$ cat src/rtl/elastic_port_pipe.sv
// elastic_port_pipe: DEPTH-stage valid/ready register pipeline with a wrapping output-transfer counter
module elastic_port_pipe #(
    parameter int WIDTH = 32,
    parameter int DEPTH = 2,
    parameter int CNT_W = 16
) (
    input  logic             clk,
    input  logic             reset,
    input  logic [WIDTH-1:0] in_data,
    input  logic             in_valid,
    output logic             in_ready,
    output logic [WIDTH-1:0] out_data,
    output logic             out_valid,
    input  logic             out_ready,
    output logic [CNT_W-1:0] xfer_count
);
    if (DEPTH < 1 || DEPTH > 8) begin : g_bad_depth
        $error("elastic_port_pipe: DEPTH must be in 1..8");
    end
    logic             v [DEPTH];
    logic [WIDTH-1:0] d [DEPTH];
    logic [DEPTH:0]   rdy;
    // Ready ripples back combinationally so a full pipe can shift and accept in one cycle
    always_comb begin
        rdy[DEPTH] = out_ready;
        for (int s = DEPTH - 1; s >= 0; s--) rdy[s] = !v[s] || rdy[s+1];
    end
    genvar i;
    for (i = 0; i < DEPTH; i++) begin : g_stage
        logic             pv;
        logic [WIDTH-1:0] pd;
        if (i == 0) begin : g_head
            assign pv = in_valid;
            assign pd = in_data;
        end else begin : g_body
            assign pv = v[i-1];
            assign pd = d[i-1];
        end
        always_ff @(posedge clk) begin
            if (reset) begin
                v[i] <= 1'b0;
                d[i] <= '0;
            end else if (rdy[i]) begin
                v[i] <= pv;
                if (pv) d[i] <= pd;
            end
        end
    end
    always_ff @(posedge clk) begin
        if (reset) xfer_count <= '0;
        else if (out_valid && out_ready) xfer_count <= xfer_count + CNT_W'(1);
    end
    assign in_ready  = rdy[0];
    assign out_valid = v[DEPTH-1];
    assign out_data  = d[DEPTH-1];
endmodule

$ cat config.mk
export PLATFORM = sky130hd
export DESIGN_NAME = elastic_port_pipe
export DESIGN_NICKNAME = d
export VERILOG_FILES = /design/src/rtl/elastic_port_pipe.sv
export SDC_FILE = /design/constraint.sdc
export NUM_CORES = 1
export LEC_CHECK = 0
export CORE_MARGIN = 1.5
export CORE_UTILIZATION = 45
export DETAILED_ROUTE_END_ITERATION = 16
export PLACE_DENSITY_LB_ADDON = 0.08
export SETUP_SLACK_MARGIN = 0.3
export SLEW_MARGIN = 20
export SYNTH_ARGS = -nofsm -noshare
export SYNTH_HDL_FRONTEND = slang
export SYNTH_SLANG_ARGS = --single-unit
$ cat constraint.sdc
create_clock -name clk -period 2.72 [get_ports clk]
set_clock_uncertainty 0.1 [all_clocks]
set_input_delay 0.408 -clock clk [delete_from_list [all_inputs] [get_ports clk]]
set_output_delay 0.408 -clock clk [all_outputs]
set_load 0.05 [all_outputs]
==> run metrics <==
reg2reg setup slack 790 ps; layout cells sized above 1 0.0901; number of global-route vias before repair 1947; Die X-Extent 87.8 µm; Area Growth Syn to Fin 37.3%; hold-critical path depth 1; FP Rows 30; first-pass GRT wire length 9110 µm; Synth Area in XOR/XNOR 0.0271; Num CTS Buffers 9; Critical-path top delay cell clkdlybuf4s50_1; sum of negative setup slack 0 ps; PD cells 603 nW/µm²; min-delay src d[0][1]; pin count of the biggest net entering global routing 34; worst r2r dst xfer_count[12]; total track usage 0.159; Yosys top cell area share 0.613; Die Span Y 87.8 µm; Clock power frac 0.345; CTS sink count 82; worst-margin pin slew 614 ps; Max VDD drop 0.000312 V; routed wire length 5690 µm; Int Pwr 2.07 mW; Post-CTS Setup Repair Bufs 0; crit-path leading delay family buffers and inverters; combinational power share 0.115; Hold-fix buffers, CTS 0; CP Class register to output pin; CP max FO 8; n_diodes 0; ratio of final minimum period to clock period 0.811; Hold Path Class register to register; Setup crit start kind register; Mapped Nets 272; reg2reg start xfer_count[0]; P_sw 0.610 mW; Flop pwr share 0.540; Synth cell types 26; Root Driver clkbuf_8; # IOs 86; NumNets Final 365; adder and majority gate portion of the synthesized area 0.00387; largest family of logic cells by synthesized area simple AND/OR/NAND/NOR gates; cells after synthesis 235; area leader, netlist edfxtp_1; sequential fraction of the synthesis area 0.712; crit path cell chain clkdlybuf4s50_1; Placement Setup Slack 83.3 ps; DP HPWL 3820 µm; Design Area, Final 4440 µm²; initial antenna violation count 0; dominant cells by area after synthesis edfxtp_1 61%, and2_1 12%, dfxtp_1 9.9%, xnor2_1 2.4%, nor2_1 2.3%; wire per inst 13.3 µm; Max Fclk 453 MHz; worst path bufs/invs 1; grt total ovfl 0; max-cap violation count 0; router iterations before antenna repair 4; Clock Tree Buf Depth 2; max incr delay on CP 860 ps; Worst EP required 2210 ps; Slew Limit Fails 0; Compound-Gate Fraction of Synth Area 0.0132; Core Region 6870 µm²; Starting Density 0.471; synthesis-stage register bit count 82; CP Depth 1; CTS tree done; CTS resizes 0; Final setup viols 0; crit end category output pin; post-synthesis simple-gate area fraction 0.223; gpl congestion 0.753; Period minus WS final 2210 ps; post-route ant nets 0; outcome finished clean; min setup slack post-route 514 ps; htree depth 3; RSZ-0062 raised after global routing false; leakage 1.62 nW; clock latency on the worst-skew pair 340 ps; Residual DRC 0; 1st-iter DRT viols 69; Worst Path Arrival 1700 ps; mux share of post-synthesis cell area 0.00697; sw frac 0.228; Mapped Area 3230 µm²; reg2reg path depth 5; die area 7700 µm²; fill count 543; Max-slew headroom 0.589; syn_area_per_cell 13.8 µm²; Ys Warns 0; Port Buffers 85; Fin. Hold Viols 0; worst hold endpoint d[1][1]; vias per cell 4.69; via count 2010; CTS clk-pin slew, worst paths 80 ps; DP Area 4220 µm²
-- Yosys cell counts --
cell,instances
nand2_1,9
clkbuf_1,8
xnor2_1,9
mux2_1,2
or3_1,2
a21oi_1,4
nor4_4,1
nand4_1,4
nand4_4,1
dfxtp_1,16
nand3_1,4
xor2_1,1
edfxtp_1,66
nor3_2,2
nand3_2,1
o21ai_0,1
nor2b_1,2
inv_1,4
nor3_1,1
and2_1,64
nor2_1,20
nand2b_1,5
nand3b_1,1
a31o_2,2
ha_1,1
nor4_1,4
-- layout by cell type, fill, tap and decap left out, drive strengths merged, types with 3 or more instances in the layout --
| cell type | Yosys | layout |
|---|---|---|
| clkdlybuf4s50 | 0 | 84 |
| edfxtp | 66 | 66 |
| and2 | 64 | 64 |
| nor2 | 20 | 20 |
| dfxtp | 16 | 16 |
| clkbuf | 8 | 12 |
| nand2 | 9 | 9 |
| xnor2 | 9 | 9 |
| buf | 0 | 6 |
| inv | 4 | 5 |
| nand3 | 5 | 5 |
| nor4 | 5 | 5 |
| nand4 | 5 | 5 |
| nand2b | 5 | 5 |
| a21oi | 4 | 4 |
| nor3 | 3 | 3 |
-- final cells by class --
type | count | area, µm² | share of cell area
Multi-Input combinational cell | 141 | 906 | 0.204
Tap cell | 96 | 120 | 0.0271
Timing Repair Buffer | 90 | 886 | 0.200
Sequential cell | 82 | 2300 | 0.519
Clock inverter | 4 | 73.8 | 0.0166
Clock buffer | 12 | 135 | 0.0304
Inverter | 4 | 15.0 | 0.00338
-- how the worst max path moves through the flow --
stage / to / startpoint / slack (ps)
after floorplan: d[0][0] / v[1] / 330
after global placement: d[0][22] / out_ready / 170
after detailed placement: d[0][25] / out_ready / 80
after CTS: d[0][21] / out_ready / 440
after global routing: out_valid / v[1] / 430
final: out_valid / v[1] / 510
-- cell families (layout without fill, tap and decap cells) --
kind of cell    Yosys count  after routing
simple gates            121            121
buf+inv                  12            110
flops                    82             82
xor+xnor                 10             10
fa+ha+maj                 1              1
mux                       2              2
compound gates            7              7
-- power groups by stage --
stage                     Sequential, mW  Combinational (mW)  Clock [mW]
after global routing                1.45               0.326        1.00
after detailed placement            1.47               0.309           0
final                               1.44               0.308       0.924
after CTS                           1.45               0.310       0.942
after floorplan                     1.59              0.0535           0
after global placement              1.47               0.305           0
-- state kept, by name, summed over array words and instances (netlist names) --
signal,flops
v,2
d,64
xfer_count,16
-- per-layer routing --
layer	part of all wire	up-vias	track usage
li1	-	994	-
met4	0.011	0	0.0649
met3	0.053	5	0.0500
met5	0	-	0
met2	0.49	58	0.259
met1	0.45	953	0.199
-- per-stage QoR --
step	power (mW)	utilization	hold slack, ps	instances
after floorplan	1.64	-	397	235
after global placement	1.78	0.614	399	413
after detailed placement	1.78	0.614	402	413
after CTS	2.70	0.645	419	429
after global routing	2.78	0.646	438	429
final	2.68	0.646	413	429
Power figures use the tool's default switching activity.
